`src/rtl/pipe_hazard_ctrl.sv`:
```
// Pipeline sequencing control for the 5-stage core: latch enables, bubbles/flushes,
// load-use stalls, taken-branch squash and the multi-cycle mul/div handshake.
module pipe_hazard_ctrl #(
  parameter int MD_TIMEOUT = 64,
  parameter int CNT_W      = 16
) (
  input  logic             clk,
  input  logic             clear,
  input  logic [31:0]      fd_ir,
  input  logic [31:0]      dx_ir,
  input  logic             br_taken,
  input  logic             md_ready,
  input  logic             md_error,
  output logic             pc_en,
  output logic             fd_en,
  output logic             dx_en,
  output logic             fd_flush,
  output logic             dx_bubble,
  output logic             xm_bubble,
  output logic             md_start,
  output logic             md_busy,
  output logic             md_abort,
  output logic [CNT_W-1:0] stall_count
);

  localparam int TMR_W = (MD_TIMEOUT > 1) ? $clog2(MD_TIMEOUT) : 1;
  localparam logic [TMR_W-1:0] TMR_LAST = TMR_W'(MD_TIMEOUT - 1);

  typedef enum logic [1:0] {
    ST_IDLE = 2'd0,
    ST_BUSY = 2'd1,
    ST_DONE = 2'd2
  } state_t;

  state_t           state_reg, state_next;
  logic [TMR_W-1:0] tmr_reg, tmr_next;
  logic             abort_reg, abort_next;
  logic [CNT_W-1:0] cnt_reg;

  // Instruction field decode
  logic [4:0] dx_op, dx_rd, dx_aluop;
  logic [4:0] fd_op, fd_rs, fd_rt;
  logic       dx_is_lw, dx_is_md, fd_uses_rt, load_use;

  assign dx_op    = dx_ir[31:27];
  assign dx_rd    = dx_ir[26:22];
  assign dx_aluop = dx_ir[6:2];
  assign fd_op    = fd_ir[31:27];
  assign fd_rs    = fd_ir[21:17];
  assign fd_rt    = fd_ir[16:12];

  assign dx_is_lw   = (dx_op == 5'b01000);
  assign dx_is_md   = (dx_op == 5'b00000) && ((dx_aluop == 5'b00110) || (dx_aluop == 5'b00111));
  // Only R-type and sw read the rt field as a source; elsewhere it is a destination or immediate.
  assign fd_uses_rt = (fd_op == 5'b00000) || (fd_op == 5'b00111);
  assign load_use   = dx_is_lw && (dx_rd != 5'd0) &&
                      ((fd_rs == dx_rd) || (fd_uses_rt && (fd_rt == dx_rd)));

  // md_error is consumed by the datapath exception logic; unused fields are folded here.
  logic unused_bits;
  assign unused_bits = ^{md_error, fd_ir[26:22], fd_ir[11:0], dx_ir[21:7], dx_ir[1:0]};

  always_ff @(posedge clk) begin
    if (!clear) begin
      state_reg <= ST_IDLE;
      tmr_reg   <= '0;
      abort_reg <= 1'b0;
      cnt_reg   <= '0;
    end else begin
      state_reg <= state_next;
      tmr_reg   <= tmr_next;
      abort_reg <= abort_next;
      if (!pc_en && (cnt_reg != {CNT_W{1'b1}}))
        cnt_reg <= cnt_reg + 1'b1;
    end
  end

  always_comb begin
    state_next = state_reg;
    tmr_next   = tmr_reg;
    abort_next = abort_reg;
    case (state_reg)
      ST_IDLE: begin
        if (dx_is_md && !br_taken) begin
          state_next = ST_BUSY;
          tmr_next   = '0;
        end
      end
      ST_BUSY: begin
        if (md_ready) begin
          state_next = ST_DONE;
        end else if (tmr_reg == TMR_LAST) begin
          abort_next = 1'b1;
          state_next = ST_DONE;
        end else begin
          tmr_next = tmr_reg + 1'b1;
        end
      end
      ST_DONE: state_next = ST_IDLE;
      default: state_next = ST_IDLE;
    endcase
  end

  always_comb begin
    pc_en     = 1'b1;
    fd_en     = 1'b1;
    dx_en     = 1'b1;
    fd_flush  = 1'b0;
    dx_bubble = 1'b0;
    xm_bubble = 1'b0;
    md_start  = 1'b0;
    md_busy   = 1'b0;
    // While reset is held the pipeline sees plain no-hazard controls.
    if (clear) begin
      case (state_reg)
        ST_IDLE: begin
          if (br_taken) begin
            fd_flush  = 1'b1;
            dx_bubble = 1'b1;
          end else if (dx_is_md) begin
            md_start  = 1'b1;
            pc_en     = 1'b0;
            fd_en     = 1'b0;
            dx_en     = 1'b0;
            xm_bubble = 1'b1;
          end else if (load_use) begin
            pc_en     = 1'b0;
            fd_en     = 1'b0;
            dx_bubble = 1'b1;
          end
        end
        ST_BUSY: begin
          pc_en     = 1'b0;
          fd_en     = 1'b0;
          dx_en     = 1'b0;
          xm_bubble = 1'b1;
          md_busy   = 1'b1;
        end
        ST_DONE: begin
          if (br_taken) begin
            fd_flush  = 1'b1;
            dx_bubble = 1'b1;
          end
        end
        default: ;
      endcase
    end
  end

  assign md_abort    = abort_reg;
  assign stall_count = cnt_reg;

endmodule
```
`config.mk`:
```
export PLATFORM = sky130hd
export DESIGN_NAME = pipe_hazard_ctrl
export DESIGN_NICKNAME = d
export VERILOG_FILES = /design/src/rtl/pipe_hazard_ctrl.sv
export SDC_FILE = /design/constraint.sdc
export NUM_CORES = 1
export LEC_CHECK = 0
export BUFFER_PORTS_ARGS = -buffer_cell sky130_fd_sc_hd__buf_2
export CAP_MARGIN = 0
export CORE_MARGIN = 8
export CORE_UTILIZATION = 38
export CTS_CLUSTER_SIZE = 16
export DETAILED_ROUTE_END_ITERATION = 10
export GPL_ROUTABILITY_DRIVEN = 0
export PLACE_DENSITY = 0.74
export SLEW_MARGIN = 25
export SYNTH_ARGS = -nofsm -noshare
export SYNTH_HDL_FRONTEND = slang
export SYNTH_SLANG_ARGS = --single-unit
```
`constraint.sdc`:
```
create_clock -name clk -period 4.75 [get_ports clk]
set_clock_uncertainty 0.1 [all_clocks]
set_input_delay 1.1875 -clock clk [delete_from_list [all_inputs] [get_ports clk]]
set_output_delay 1.1875 -clock clk [all_outputs]
set_load 0.05 [all_outputs]
```
==> Flow_metrics.wiki, run 1 <==
{| class="wikitable"
! Metric !! Value
|-
| Run status || complete, no violations
|-
| Share of the yosys chip area belonging to registers || 0.351
|-
| Clock Sinks || 25
|-
| CP Launch Type || primary input
|-
| Starting density of the core || 0.393
|-
| Fmax || 247 MHz
|-
| Leak Pwr || 0.699 nW
|-
| Final critical-path setup slack || 0.696 ns
|-
| GRT overflow || 0
|-
| I/O pin count || 94
|-
| Synthesized flop and latch total || 25
|-
| DP Worst Slack || 0.688 ns
|-
| Antenna fix cells || 0
|-
| CTS clk-pin slew, worst paths || 0.09 ns
|-
| Pin count of the biggest net entering global routing || 30
|-
| Post-detailed-route via-to-cell ratio || 5.38
|-
| Type of the worst setup path || primary input to output port
|-
| Max-cap violation count || 0
|-
| Worst-skew pair later-pin latency || 0.27 ns
|-
| Clock tree from TritonCTS || done
|-
| Top fanout value on the critical path || 3
|-
| Final Max Slew Viols || 0
|-
| Detailed router's first-iteration violation count || 44
|-
| Die outline height || 77.3 um
|-
| DRC || 0
|-
| Synthesized area || 0.00143 sq mm
|-
| Dpl hpwl || 2.94 mm
|-
| Area contributors post-synth || dfxtp_1, xnor2_1, a21oi_1
|-
| Post-CTS setup-driven buffer insertion count || 0
|-
| Hold buffers post-CTS || 0
|-
| Quantity of gates resized following cts || 0
|-
| Core area || 0.00363 sq mm
|-
| Maximum level of the CTS H-tree || 1
|-
| DRT Pass-1 Iters || 4
|-
| Number of global-route vias before repair || 1357
|-
| Total Nets Final || 301
|-
| Worst reg2reg setup slack || 2.34 ns
|-
| Mean routed wirelength per cell || 13.2 um
|-
| Least-Margin Pin Slew || 0.797 ns
|-
| Mapped Cells || 173
|-
| Final Hold Viols || 0
|-
| Wire length after detailed routing || 3.67 mm
|-
| Number of nets produced by synthesis || 244
|-
| Max reg flops || 16
|-
| Final setup vio count || 0
|-
| Die Area || 0.00597 sq mm
|-
| Width of the die || 77.3 um
|-
| Clock tree buffer depth || 2
|-
| Number of flops mapped to enable cells by yosys || 0
|-
| Post-synth cell types || 38
|-
| Fraction of synthesized cell area taken by the top area cell type || 0.351
|-
| Layout area overhead || 29.0%
|-
| Antenna violations before repair || 0
|-
| Critical path data required time || 3.46 ns
|-
| Final worst path period need || 4.05 ns
|-
| Remaining max-slew budget at the tightest pin || 0.464
|-
| Category of the worst setup path capture point || output port
|-
| Setup repair after global routing missed its margin || no
|-
| Largest area contributor in the netlist || dfxtp_1
|-
| Hold Crit Class || register to register
|-
| Ys Warns || 0
|-
| GRT Resource Usage Total || 0.117
|-
| Wire length of the first global-routing pass || 6.04 mm
|-
| Avg Inst Size Synth || 8.25 sq um
|-
| Peak ir drop on the vdd network || 148 uV
|-
| Number of rows created at floorplan || 22
|-
| Share of flip-flops with an asynchronous set or reset after synthesis || 0
|-
| Share of post-route cells with drive strength above 1 || 0.323
|-
| Top flip-flop cell by instance count after synthesis || dfxtp_1
|-
| Final cycle utilization of the critical path || 0.853
|-
| Power per standard cell area || 205 mW/mm^2
|-
| Library cell used as clock root buffer || clkbuf_8
|-
| Vias || 1490
|-
| Arrival time at the worst endpoint || 2.77 ns
|-
| Power, Total || 0.000378 W
|-
| Detail Route Antenna Nets || 0
|-
| TritonCTS Buffers || 3
|-
| Buffers added on ports || 57
|}
[path summary, 6_finish.rpt]
check / startpoint / endpoint / cells past startpoint
max reg2reg: stall_count[6] / stall_count[1] / 7
min: md_abort / md_abort / 2
min reg2reg: md_abort / md_abort / 2
max: dx_ir[31] / pc_en / 6
[cell usage after synthesis, drive strengths merged, types with 2 or more instances]
cell type,instances
o41ai,3
nand2,14
o21ai,5
or3,3
o311ai,2
nand4,4
buf,3
inv,2
o21a,2
nand3,9
dfxtp,25
nor2,17
or4,10
nor3,2
xnor2,13
nor3b,4
a21oi,16
clkbuf,5
ha,2
nor4,4
nor4b,2
mux2i,3
o31ai,8
and3,3
[final cells by class]
class	count	area, sq um
Inverter	3	11.3
Clock buffer	3	41.3
Fill cell	380	1790
Timing Repair Buffer	60	308
Multi-Input combinational cell	137	916
Tap cell	48	60.1
Clock inverter	1	5.00
Sequential cell	25	500
[routing by layer]
layer / vias to the layer above / routed length (um) / GRT usage
met5: - / 0 / 0
met3: 5 / 186 / 0.0396
met4: 0 / 34 / 0.0283
met2: 35 / 1780 / 0.201
met1: 680 / 1660 / 0.134
li1: 770 / - / -
[placed cells by master, fill, tap and decap left out, types with 2 or more instances in the layout]
| master | n |
|---|---|
| a21oi_1 | 14 |
| o41ai_1 | 3 |
| nor4_2 | 3 |
| nand3_1 | 9 |
| ha_1 | 2 |
| o31ai_1 | 7 |
| nor3b_1 | 3 |
| a21oi_2 | 2 |
| o311ai_0 | 2 |
| nand2_1 | 14 |
| o21ai_0 | 5 |
| and3_1 | 3 |
| or4_1 | 10 |
| buf_4 | 3 |
| nor3_1 | 2 |
| nand4_1 | 4 |
| or3_1 | 3 |
| buf_2 | 57 |
| clkbuf_8 | 3 |
| o21a_1 | 2 |
| xnor2_1 | 13 |
| dfxtp_1 | 25 |
| nor2_1 | 17 |
| mux2i_1 | 3 |
[report_power, final]
part / total [W] / leakage [nW] / internal (W) / switching [W]
sequential: 0.000209 / 0.201 / 0.000209 / 0.0000000351
combinational: 0.0000394 / 0.473 / 0.0000190 / 0.0000204
clock: 0.000129 / 0.0255 / 0.0000588 / 0.0000704
[logic make-up after synthesis]
group | Yosys count | synth area share
simple gates | 78 | 0.313
compound gates | 41 | 0.185
flops | 25 | 0.351
xor+xnor | 13 | 0.0798
buf+inv | 11 | 0.0333
mux | 3 | 0.0210
fa+ha+maj | 2 | 0.0175
[per-stage QoR]
stage / area [sq um] / std cells / setup TNS [ns] / hold slack, ns / util
6_report: 1840 / 277 / 0 / 0.388 / 0.507
5_1_grt: 1840 / 277 / 0 / 0.431 / 0.507
4_1_cts: 1840 / 277 / 0 / 0.386 / 0.506
3_5_place_dp: 1790 / 273 / 0 / 0.354 / 0.493
3_3_place_gp: 1790 / 273 / 0 / 0.357 / 0.493
2_1_floorplan: 1450 / 173 / -0.0894 / 0.371 / -
[worst max-delay path, stage by stage]
cell and delay (ns):
buf_2 0.09, or4_1 0.55, or2_1 0.25, nor4_2 0.32, a21oi_2 0.13, buf_2 0.23
No activity file was read; power rests on OpenSTA's default activity.
==> run 2: changes to the inputs <==
--- a/config.mk
+++ b/config.mk
@@ -5,6 +5,8 @@
 export SDC_FILE = /design/constraint.sdc
 export NUM_CORES = 1
 export LEC_CHECK = 0
+export ABC_AREA = 0
+export ABC_CLOCK_PERIOD_IN_PS = 3400
 export BUFFER_PORTS_ARGS = -buffer_cell sky130_fd_sc_hd__buf_2
 export CAP_MARGIN = 0
 export CORE_MARGIN = 8
@@ -12,7 +14,7 @@
 export CTS_CLUSTER_SIZE = 16
 export DETAILED_ROUTE_END_ITERATION = 10
 export GPL_ROUTABILITY_DRIVEN = 0
-export PLACE_DENSITY = 0.74
+export PLACE_DENSITY = 0.76
 export SLEW_MARGIN = 25
 export SYNTH_ARGS = -nofsm -noshare
 export SYNTH_HDL_FRONTEND = slang
==> constraint.sdc (replaced) <==
create_clock -name clk -period 3.4 [get_ports clk]
set_clock_uncertainty 0.1 [all_clocks]
set_input_delay 0.85 -clock clk [delete_from_list [all_inputs] [get_ports clk]]
set_output_delay 0.85 -clock clk [all_outputs]
set_load 0.05 [all_outputs]
==> Flow_metrics.wiki, run 2 (same netlist as run 1, synthesis figures left out) <==
{| class="wikitable"
! Metric !! Value
|-
| Run status || complete, no violations (unchanged)
|-
| Die Area || 0.00597 sq mm (unchanged)
|-
| Power per standard cell area || 283 mW/mm^2 (was 205 mW/mm^2)
|-
| DRC || 0 (unchanged)
|-
| Number of global-route vias before repair || 1392 (was 1357)
|-
| Post-CTS setup-driven buffer insertion count || 0 (unchanged)
|-
| Sequential cell fraction of total power || 0.549 (was 0.554)
|-
| Maximum level of the CTS H-tree || 1 (unchanged)
|-
| Clock Sinks || 25 (unchanged)
|-
| Worst-skew pair later-pin latency || 0.28 ns (was 0.27 ns)
|-
| Dpl hpwl || 2.92 mm (was 2.94 mm)
|-
| Top fanout value on the critical path || 3 (unchanged)
|-
| Antenna fix cells || 0 (unchanged)
|-
| Cell at the slowest stage of the critical path || or4_4 (was or4_1)
|-
| Critical-path cell list || buf_2 -> or4_4 -> or2_1 -> nor4_2 -> a21oi_2 -> buf_2 (was buf_2 -> or4_1 -> or2_1 -> nor4_2 -> a21oi_2 -> buf_2)
|-
| Starting density of the core || 0.393 (unchanged)
|-
| Most frequent cells in the layout || buf_2, dfxtp_1, nor2_1 (unchanged)
|-
| Source of the worst register-to-register timing path || stall_count[6] (unchanged)
|-
| Fmax || 299 MHz
|-
| Share of post-route cells with drive strength above 1 || 0.333 (was 0.323)
|-
| GRT overflow || 0 (unchanged)
|-
| Detail Route Antenna Nets || 0 (unchanged)
|-
| Setup repair after global routing missed its margin || yes (was no)
|-
| CP Launch Type || primary input (unchanged)
|-
| Core area || 0.00363 sq mm (unchanged)
|-
| Wire length after detailed routing || 3.73 mm (was 3.67 mm)
|-
| Max reg flops || 16 (unchanged)
|-
| Total Nets Final || 303 (was 301)
|-
| CTS clk-pin slew, worst paths || 0.08 ns (was 0.09 ns)
|-
| Combinational cell fraction of total power || 0.106 (was 0.104)
|-
| Antenna violations before repair || 0 (unchanged)
|-
| Remaining max-slew budget at the tightest pin || 0.541 (was 0.464)
|-
| Most frequent standard cell in the layout excluding fill and tap cells || buf_2 (unchanged)
|-
| Launch point of the critical path || dx_ir[31] (unchanged)
|-
| Switching Fraction || 0.245 (was 0.240)
|-
| Hold buffers post-CTS || 0 (unchanged)
|-
| Vias || 1459 (was 1490)
|-
| Min-delay src || md_abort (unchanged)
|-
| Arrival time at the worst endpoint || 2.40 ns (was 2.77 ns)
|-
| Final Hold Viols || 0 (unchanged)
|-
| Critical path data required time || 2.45 ns (was 3.46 ns)
|-
| Die outline height || 77.3 um (unchanged)
|-
| Switching pwr || 0.000130 W (was 0.0000908 W)
|-
| Buffers added on ports || 57 (unchanged)
|-
| Quantity of gates resized following cts || 0 (unchanged)
|-
| Final setup vio count || 0 (unchanged)
|-
| Layout area overhead || 31.8% (was 29.0%)
|-
| I/O pin count || 94 (unchanged)
|-
| Max-cap violation count || 0 (unchanged)
|-
| Category of the worst setup path capture point || output port (unchanged)
|-
| Clock network fraction of design power || 0.345 (was 0.342)
|-
| Type of the worst setup path || primary input to output port (unchanged)
|-
| Final worst path period need || 3.35 ns
|-
| Library cell used as clock root buffer || clkbuf_8 (unchanged)
|-
| Most common cell on crit path || buf_2 (unchanged)
|-
| Clock tree from TritonCTS || done (unchanged)
|-
| Pin count of the biggest net entering global routing || 30 (unchanged)
|-
| Hold Crit Class || register to register (unchanged)
|-
| Total of fill cells in the finished design || 368 (was 380)
|-
| Final Max Slew Viols || 0 (unchanged)
|-
| Peak ir drop on the vdd network || 168 uV (was 148 uV)
|-
| Internal power || 0.000403 W (was 0.000287 W)
|-
| Width of the die || 77.3 um (unchanged)
|-
| Slowest stage delay, CP || 0.52 ns (was 0.55 ns)
|-
| DP Worst Slack || 0.0379 ns (was 0.688 ns)
|-
| DRT Pass-1 Iters || 3 (was 4)
|-
| Mean routed wirelength per cell || 13.4 um (was 13.2 um)
|-
| Final critical-path setup slack || 0.0505 ns (was 0.696 ns)
|-
| Clock tree buffer depth || 2 (unchanged)
|-
| Final cycle utilization of the critical path || 0.985
|-
| Number of rows created at floorplan || 22 (unchanged)
|-
| TritonCTS Buffers || 3 (unchanged)
|-
| Leak Pwr || 0.710 nW (was 0.699 nW)
|-
| GRT Resource Usage Total || 0.125 (was 0.117)
|-
| Least-Margin Pin Slew || 0.683 ns (was 0.797 ns)
|-
| WHS || 0.377 ns (was 0.388 ns)
|-
| Wire length of the first global-routing pass || 6.29 mm (was 6.04 mm)
|-
| Detailed router's first-iteration violation count || 83 (was 44)
|-
| Post-detailed-route via-to-cell ratio || 5.23 (was 5.38)
|}
## run 2: power by group through the flow
stage | Sequential [W] | Clock, W | Combinational, W
final | 0.000293 | 0.000184 | 0.0000566
after global routing | 0.000293 | 0.000200 | 0.0000619
after CTS | 0.000293 | 0.000191 | 0.0000573
after detailed placement | 0.000299 | 0 | 0.0000572
after global placement | 0.000299 | 0 | 0.0000556
after floorplan | 0.000300 | 0 | 0.0000297
## run 2: per-layer routing
| layer | GRT usage | vias to the layer above | part of all wire |
|---|---|---|---|
| li1 | - | 770 | - |
| met1 | 0.134 | 663 | 0.43 |
| met2 | 0.224 | 21 | 0.51 |
| met3 | 0.0420 | 5 | 0.040 |
| met4 | 0.0396 | 0 | 0.012 |
| met5 | 0 | - | 0 |
## run 2: worst paths after layout
check,endpoint,slack (ns),cells after the start
worst max-delay path,pc_en,0.05,6
worst min-delay path,md_abort,0.38,2
worst max register to register,stall_count[1],1.14,7
worst min register to register,md_abort,0.38,2
## run 2: worst max-delay path: cells and delay by family
| kind | cells | cell delay [ns] |
|---|---|---|
| AO/OA/AOI/OAI | 1 | 0.13 |
| buffers and inverters | 2 | 0.32 |
| AND/OR/NAND/NOR | 3 | 1.10 |
## run 2: area by class of cell
type | count | area [sq um] | share of cell area
clock buffers | 3 | 41.3 | 0.0219
clock inverters | 1 | 7.51 | 0.00399
inverters | 3 | 18.8 | 0.00997
multi-input cells | 137 | 931 | 0.495
flip-flops and latches | 25 | 500 | 0.266
well taps | 48 | 60.1 | 0.0319
repair buffers | 62 | 323 | 0.172
## run 2: per-stage QoR
stage | setup TNS [ns] | total power, W | cells | cell area [sq um] | utilization
6_report | 0 | 0.000533 | 279 | 1880 | 0.518
5_1_grt | -0.0214 | 0.000554 | 279 | 1880 | 0.518
4_1_cts | 0 | 0.000541 | 279 | 1880 | 0.518
3_5_place_dp | 0 | 0.000357 | 275 | 1830 | 0.504
3_3_place_gp | 0 | 0.000355 | 275 | 1830 | 0.504
2_1_floorplan | -0.345 | 0.000329 | 173 | 1510 | -
